==> config.mk <==
export PLATFORM = sky130hd
export DESIGN_NAME = vc_arbiter
export DESIGN_NICKNAME = d
export VERILOG_FILES = /design/src/rtl/vc_arbiter.sv
export SDC_FILE = /design/constraint.sdc
export NUM_CORES = 1
export LEC_CHECK = 0
export ABC_AREA = 1
export CAP_MARGIN = 5
export CORE_UTILIZATION = 35
export DETAILED_ROUTE_END_ITERATION = 16
export PLACE_DENSITY = 0.73
export SYNTH_ARGS = -nofsm -noshare
export SYNTH_HDL_FRONTEND = slang
export SYNTH_SLANG_ARGS = --single-unit
==> constraint.sdc <==
create_clock -name clk -period 0.95 [get_ports clk]
set_input_delay 0.095 -clock clk [delete_from_list [all_inputs] [get_ports clk]]
set_output_delay 0.095 -clock clk [all_outputs]
set_load 0.03 [all_outputs]
==> src/rtl/vc_arbiter.sv <==
// -----------------------------------------------------------------------------
// vc_arbiter
//
// Drains the two virtual-channel FIFOs (VC0, VC1) and forwards every word to
// one of two destination FIFOs (D0, D1). The destination is chosen by bit
// DEST_BIT of the word: 0 routes to D0, 1 routes to D1.
//
// Pipeline (pop -> push latency is 2 cycles):
//   cycle N   : pop_vc0/pop_vc1 asserted (combinational rd_enable)
//   cycle N+1 : s1_valid/s1_sel hold the popped source; the VC FIFO presents
//               its registered read data on data_vc0/data_vc1
//   cycle N+2 : data_out and push_d0/push_d1 are driven from registers
//
// Pops require both destination almost-full flags to be low, because the
// destination of a word is unknown until its data arrives. Up to two words
// may already be in flight when almost-full rises, so the destination FIFOs
// must keep at least two free slots below their almost-full threshold.
//
// Optional build macro:
//   VC_ARB_ROUND_ROBIN_EN - when defined, VC0 and VC1 alternate whenever both
//                           are non-empty (VC0 wins first after reset/init).
//                           When undefined, VC0 has strict priority.
//
// Ports:
//   clk            in   single clock, everything on posedge
//   reset          in   synchronous active-high reset
//   init           in   low = hold in INIT and flush pipeline/counters
//   empty_vc0/1    in   VC FIFO empty flags
//   data_vc0/1     in   VC FIFO registered read data (valid cycle after pop)
//   almost_full_d0/1 in destination FIFO almost-full flags
//   pop_vc0/1      out  VC FIFO rd_enable (combinational)
//   push_d0/1      out  destination FIFO wr_enable (registered)
//   data_out       out  word to destination FIFOs (registered)
//   state          out  FSM state: RESET=0, INIT=1, IDLE=2, ACTIVE=3
//   idle           out  IDLE with nothing in flight
//   cnt_d0/1       out  words pushed per destination, wrapping
// -----------------------------------------------------------------------------
module vc_arbiter #(
   parameter int DATA_WIDTH = 6,
   parameter int DEST_BIT   = 4,
   parameter int CNT_WIDTH  = 5
) (
   input  logic                  clk,
   input  logic                  reset,
   input  logic                  init,
   input  logic                  empty_vc0,
   input  logic                  empty_vc1,
   input  logic [DATA_WIDTH-1:0] data_vc0,
   input  logic [DATA_WIDTH-1:0] data_vc1,
   input  logic                  almost_full_d0,
   input  logic                  almost_full_d1,
   output logic                  pop_vc0,
   output logic                  pop_vc1,
   output logic                  push_d0,
   output logic                  push_d1,
   output logic [DATA_WIDTH-1:0] data_out,
   output logic [1:0]            state,
   output logic                  idle,
   output logic [CNT_WIDTH-1:0]  cnt_d0,
   output logic [CNT_WIDTH-1:0]  cnt_d1
);

   typedef enum logic [1:0] {
      ST_RESET  = 2'd0,
      ST_INIT   = 2'd1,
      ST_IDLE   = 2'd2,
      ST_ACTIVE = 2'd3
   } state_t;

   localparam logic [CNT_WIDTH-1:0] CNT_ONE = {{(CNT_WIDTH-1){1'b0}}, 1'b1};

   state_t                  state_r;
   state_t                  state_next;

   // Stage 1: a pop was issued last cycle; s1_sel remembers which VC it hit.
   logic                    s1_valid;
   logic                    s1_sel;
   logic [DATA_WIDTH-1:0]   s1_word;

   // Reset and a low init both discard everything in flight.
   logic                    flush;
   logic                    serving;
   logic                    go;

   assign flush   = reset || !init;
   assign serving = (state_r == ST_IDLE) || (state_r == ST_ACTIVE);
   assign go      = !almost_full_d0 && !almost_full_d1;
   assign state   = state_r;

   // The VC FIFO read data is registered inside the FIFO, so the word for a
   // stage-1 entry is simply whichever data bus its source presents now.
   assign s1_word = s1_sel ? data_vc1 : data_vc0;

   // --------------------------------------------------------------------------
   // FSM: state register
   // --------------------------------------------------------------------------
   // NOTE: sequential state uses non-blocking (<=) so every register samples
   // the pre-edge values of the others, independent of block ordering.
   always_ff @(posedge clk) begin
      if (reset) begin
         state_r <= ST_RESET;
      end else begin
         state_r <= state_next;
      end
   end

   // --------------------------------------------------------------------------
   // FSM: next-state logic (reset, then init, then the normal transitions)
   // --------------------------------------------------------------------------
   // NOTE: every combinational output gets a default before any branch, so no
   // path leaves it unassigned and no latch is inferred.
   always_comb begin
      state_next = state_r;
      if (reset) begin
         state_next = ST_RESET;
      end else if (!init) begin
         state_next = ST_INIT;
      end else begin
         case (state_r)
            ST_RESET:  state_next = ST_INIT;
            ST_INIT:   state_next = ST_IDLE;
            ST_IDLE: begin
               if (!empty_vc0 || !empty_vc1) begin
                  state_next = ST_ACTIVE;
               end
            end
            ST_ACTIVE: begin
               // Stay active until the last popped word has left stage 1.
               if (empty_vc0 && empty_vc1 && !s1_valid) begin
                  state_next = ST_IDLE;
               end
            end
            default:   state_next = ST_RESET;
         endcase
      end
   end

`ifdef VC_ARB_ROUND_ROBIN_EN
   // --------------------------------------------------------------------------
   // Round-robin history: 1 = VC1 served last. Starting at VC1 lets VC0 win
   // the first contended cycle.
   // --------------------------------------------------------------------------
   logic last_vc1;

   always_ff @(posedge clk) begin
      if (flush) begin
         last_vc1 <= 1'b1;
      end else if (pop_vc0) begin
         last_vc1 <= 1'b0;
      end else if (pop_vc1) begin
         last_vc1 <= 1'b1;
      end
   end
`endif

   // --------------------------------------------------------------------------
   // FSM: outputs (pop selection and idle)
   // --------------------------------------------------------------------------
   always_comb begin
      pop_vc0 = 1'b0;
      pop_vc1 = 1'b0;
      if (serving && go) begin
`ifdef VC_ARB_ROUND_ROBIN_EN
         if (!empty_vc0 && !empty_vc1) begin
            pop_vc0 = last_vc1;
            pop_vc1 = !last_vc1;
         end else begin
            pop_vc0 = !empty_vc0;
            pop_vc1 = !empty_vc1;
         end
`else
         pop_vc0 = !empty_vc0;
         pop_vc1 = empty_vc0 && !empty_vc1;
`endif
      end
      idle = (state_r == ST_IDLE) && !s1_valid && !push_d0 && !push_d1;
   end

   // --------------------------------------------------------------------------
   // Stage 1: remember that a pop happened and from which VC.
   // --------------------------------------------------------------------------
   // NOTE: only the control bits (valid/select) strictly need clearing to drop
   // in-flight words; the word itself is never stored here, it is taken
   // straight from the FIFO's read register.
   always_ff @(posedge clk) begin
      if (flush) begin
         s1_valid <= 1'b0;
         s1_sel   <= 1'b0;
      end else begin
         s1_valid <= pop_vc0 || pop_vc1;
         s1_sel   <= pop_vc1;
      end
   end

   // --------------------------------------------------------------------------
   // Stage 2: capture the word and raise exactly one destination push.
   // data_out returns to zero on cycles without a transfer.
   // --------------------------------------------------------------------------
   always_ff @(posedge clk) begin
      if (flush) begin
         push_d0  <= 1'b0;
         push_d1  <= 1'b0;
         data_out <= '0;
      end else if (s1_valid) begin
         push_d0  <= !s1_word[DEST_BIT];
         push_d1  <= s1_word[DEST_BIT];
         data_out <= s1_word;
      end else begin
         push_d0  <= 1'b0;
         push_d1  <= 1'b0;
         data_out <= '0;
      end
   end

   // --------------------------------------------------------------------------
   // Per-destination word counters; free-running wrap, no saturation.
   // --------------------------------------------------------------------------
   always_ff @(posedge clk) begin
      if (flush) begin
         cnt_d0 <= '0;
         cnt_d1 <= '0;
      end else begin
         if (push_d0) begin
            cnt_d0 <= cnt_d0 + CNT_ONE;
         end
         if (push_d1) begin
            cnt_d1 <= cnt_d1 + CNT_ONE;
         end
      end
   end

endmodule

==> Yosys cells after proc, flatten, opt, wreduce, memory -nomap -nowiden <==
Index checks and enable logic that the tools add are counted.
{ "totals": {"in_bits": 19, "regBits": 22, "wordCells": 53, "out_inout_bits": 23} }
{ "classes": {"n_mux": 7, "add_sub_neg": 2, "n_reduce_logical": 26, "n_eq_ne": 7, "bitwise": 2} }
{ "ops": {"columns": ["operator", "count"], "rows": [
  ["5-bit by 1-bit adder with 5-bit output (second input constant)", 2],
  ["1-bit zero test", 9],
  ["1-bit logical AND", 8],
  ["2-bit one-hot mux with 4 select lines", 1],
  ["6-bit two-way mux", 1],
  ["3-bit by 2-bit != test with 1-bit output (second input constant)", 2],
  ["2-bit equality test (second input constant)", 2],
  ["1-bit logical OR", 4],
  ["2-bit two-way mux", 2],
  ["2-bit by 1-bit != test with 1-bit output (second input constant)", 2],
  ["2-bit AND reduction", 2],
  ["2-bit OR reduction", 2],
  ["1-bit two-way mux", 3],
  ["2-bit by 1-bit equality test with 1-bit output (second input constant)", 1],
  ["2-bit zero test", 1],
  ["1-bit NOT", 2]
]} }

==> Depth between registers and ports, before layout <==
{ "logic_depth": {"word_depth": 5, "ltp_mapped": 6, "depth_no_buf": 6} }

==> Worst setup path before layout <==
Ideal clock, no wire load.
{ "synth_path": {"path_kind": "register to output", "startpoint": "reg state_r[1], in the netlist state[1]", "endpoint": "out idle", "path_buffers": 0, "arrival_time_ps": 1348, "slack_ps": -493, "stages_incl_launch_ff": 3, "t_required_ps": 855, "cell_sequence": "dfxtp_1 > nand3_1 > nor3_1"} }
{ "synth_via": {"elab_chain_len": 4} }
{ "synth_rtl": {"columns": ["element", "line_no", "rtl"], "rows": [
  ["start: declaration", "72", "state_t state_r;"],
  ["start signal: assignment", "103", "state_r <= state_next;"],
  ["2-bit equality test", "176", "idle = (state_r == ST_IDLE) && !s1_valid && !push_d0 && !push_d1;"],
  ["1-bit logical AND (3 in a row)", "176", null],
  ["end: declaration", "58", "output logic idle,"]
]} }
Every way passes these cells.

==> summary.md <==
| Metric | Value |
|---|---|
| Initial antenna violation count | `0` |
| Core Util, Final | `between 60% and 70%` |
| Wirelength, routed | `around 2.1 mm` |
| Predominant post-synthesis flop cell | `dfxtp_1` |
| Tcrit/Tclk final | `123%` |
| Root Buffer | `clkbuf_4` |
| Worst hold stages | `4` |
| H-tree depth | `1` |
| Final setup viols | `10` |
| Starting density of the core | `38.4%` |
| Max-Cap Viols | `0` |
| Synthesized area | `a little under 900 µm²` |
| Final worst setup slack | `-0.219 ns` |
| N_diodes | `0` |
| Slew Limit Fails | `0` |
| Core area | `2280 µm²` |
| Cell taking the most area after synthesis | `dfxtp_1` |
| R2R Path Start | `cnt_d1[0]$_SDFFE_PP0P_` |
| Post-DR wirelength/cell | `10.5 µm` |
| CP Capture Type | `output port` |
| Non-filler cells in the finished layout | `between 200 and 250` |
| Vias/cell | `4.58` |
| Placed Cells | `192` |
| CP Data Required Time | `0.85 ns` |
| RSZ-0062 raised after global routing | `true` |
| Syn Area/Cell | `7.34 µm²` |
| Crit path kind | `flop to output port` |
| Drt first pass iters | `4` |
| Placer Congestion | `a little over 0.7` |
| Slowest stage delay, CP | `approximately 0.37 ns` |
| Largest delay share family, worst path | `flip-flops` |
| Startpoint types | `flop` |
| Final Hold Viols | `0` |
| Dpl cell area | `approximately 1400 µm²` |
| RR Endpoint | `cnt_d1[4]$_SDFFE_PP0P_` |
| Worst reg2reg setup slack | `-0.03 ns` |
| Hold WC Path Type | `input port to flop` |
| CTS tree | `yes` |
| Pre-CTS setup slack | `-0.215 ns` |
| Hold Startpoint | `empty_vc0` |
| Total global routing overflow | `0` |
| Layout area overhead | `80.5%` |
| Number of synthesized flops with an enable pin | `0` |
| Die W | `approximately 52 µm` |
| Clock Pin Slew Worst Setup and Hold Paths | `0.11 ns` |
| Final HPWL DP | `1.53 mm` |
| Max Root-Sink Buffers | `2` |
| Post-synth top cells | `32 x nand2_1, 26 x nor2_1, 21 x dfxtp_1` |
| Clk_lat worst skew | `0.29 ns` |
| Ranking of synthesized cells by area | `dfxtp_1 48%, nand2_1 14%, nor2_1 11%, a21oi_1 5.7%, inv_1 3.0%` |
| Worst Reg-to-Reg Cells | `6` |
| Top-area cell type share of the netlist area | `48.1%` |
| Vias in the first global route | `815` |
| Worst Tran Pin Value | `between 0.2 and 0.25 ns` |
| Most common cell in the synthesized netlist | `nand2_1` |
| Post-synthesis sequential area ratio | `48.1%` |
| Design area | `1580 µm²` |
| Peak supply drop | `around 0.56 mV` |
| Leak pwr | `0.634 nW` |
| Residual DRC | `0` |
| CP max FO | `4` |
| Violated checks | `setup timing` |
| #FFs+latches synth | `21` |
| Die Ht | `between 50 and 60 µm` |
| Post-synthesis cell count | `119` |
| CP Cell Sequence | `inv_2 -> nand3_2 -> nor3_4 -> buf_6` |
| Cell Pwr Density | `roughly 940 nW/µm²` |
| Largest net degree at the start of global routing | `12` |
| First-pass GRT wire length | `3.24 mm` |
| Die area | `2700 µm²` |
| Yosys cell types | `19` |
| Async SR Flop Fraction | `0%` |
| Mapped Nets | `140` |
| GRT Overall Usage | `between 10% and 20%` |
| Via count | `~930` |
| End of the worst hold path | `s1_valid$_SDFF_PP0_` |
| Row count | `17` |
| I/O pin total | `42` |
| Layout cells sized above 1 | `44.0%` |
| DRT antenna net count | `0` |
| Detailed Route Iter0 Violations | `18` |
| Port buffer count | `a little over 40` |
| Fmax | `about 860 MHz` |
| Yosys warning count | `0` |
| Minimum clock period | `between 1 and 1.5 ns` |
| Clock sink count | `21` |
| Crit path buf inv count | `2` |
| Setup Skew | `between 0.003 and 0.004 ns` |
| Hold WS | `approximately 0.34 ns` |
| CTS buffer count | `3` |
| Slew HR | `between 80% and 90%` |
| Layout Nets | `roughly 200` |
| Arr. time, crit path | `between 1 and 1.5 ns` |
| Slowest cell on the critical path | `dfxtp_4` |
| Status | `finished, violations left` |
## power breakdown
part	leakage (nW)	switching (mW)	internal (mW)
clock network	0.0150	0.254	0.163
registers	0.179	0.00799	0.862
logic	0.440	0.0759	0.118
total	0.634	0.338	1.14
## metrics by stage
stage	power [mW]	TNS [ns]
after detailed placement	1.08	-3.70
after floorplan	0.964	-0.104
after CTS	1.51	-1.10
after global placement	1.08	-3.52
final	1.48	-1.14
after global routing	1.55	-1.71
## cell families (layout without fill, tap and decap cells)
kind of cell / count (synthesis) / after routing / synth area share [%]
AO/OA/AOI/OAI: 15 / 15 / 9.46
adder cells (fa/ha/maj): 2 / 2 / 2.86
buffers and inverters: 13 / 69 / 7.31
flip-flops: 21 / 21 / 48.1
AND/OR/NAND/NOR: 68 / 68 / 32.2
## flip-flops by register name (all words and copies together), names as in the netlist
name and cells:
data_out 6, cnt_d0 5, cnt_d1 5, state 2, push_d0 1, s1_sel 1, s1_valid 1
## worst max-delay path by stage
stage | cells past startpoint | startpoint | slack [ns] | to
global route | 4 | data_out[4]$_SDFF_PP0_ | -0.27 | idle
global placement | 5 | init | -0.22 | data_out[2]$_SDFF_PP0_
CTS | 4 | data_out[4]$_SDFF_PP0_ | -0.24 | idle
detailed placement | 5 | init | -0.21 | data_out[2]$_SDFF_PP0_
floorplan | 6 | cnt_d0[1]$_SDFFE_PP0P_ | -0.04 | cnt_d0[4]$_SDFFE_PP0P_
finish | 4 | data_out[4]$_SDFF_PP0_ | -0.22 | idle
## area by class of cell
class                   instances  area [µm²]
fillers                       203         699
multi-input cells              85         479
repair buffers                 55         537
well taps                      28        35.0
clock buffers                   4        26.3
inverters                      10        37.5
flip-flops and latches         21         462
## what timing repair did
action	CTS	global route
setup endpoints to repair	16	25
buffers inserted	4	5
pin swaps	3	8
gates resized for setup	16	21
hold endpoints to repair	0	0
hold buffers	0	0
## tightest hold or removal path: cells and delay by family
family,cells,cell delay [ns]
buffers and inverters,1,0.28
and+or+nand+nor,3,0.21
## metal layers
| layer | vias up | global-route usage (%) | wire length [µm] |
|---|---|---|---|
| li1 | 483 | - | - |
| met1 | 411 | 15.8 | 880 |
| met2 | 33 | 31.2 | 1120 |
| met3 | 2 | 3.22 | 107 |
| met4 | 0 | 9.01 | 12 |
| met5 | - | 0 | 0 |
## layout by cell type, fill, tap and decap left out
| cell | count |
|---|---|
| buf_12 | 1 |
| inv_1 | 4 |
| or2_1 | 1 |
| o21ai_0 | 1 |
| nor3_4 | 1 |
| nor2_2 | 3 |
| dlygate4sd2_1 | 1 |
| dfxtp_4 | 9 |
| dfxtp_2 | 6 |
| nor2_4 | 3 |
| inv_2 | 6 |
| nor2b_1 | 1 |
| nor2_1 | 21 |
| o21ai_2 | 1 |
| o21ai_1 | 2 |
| clkdlybuf4s50_1 | 17 |
| nand3_4 | 2 |
| nand2_2 | 1 |
| a21oi_2 | 2 |
| buf_6 | 18 |
| nand3_2 | 1 |
| clkbuf_1 | 1 |
| nand2_1 | 31 |
| clkbuf_4 | 3 |
| a21oi_1 | 9 |
| nand3_1 | 3 |
| dfxtp_1 | 6 |
| buf_4 | 18 |
| ha_4 | 2 |
Power figures use the tool's default switching activity.
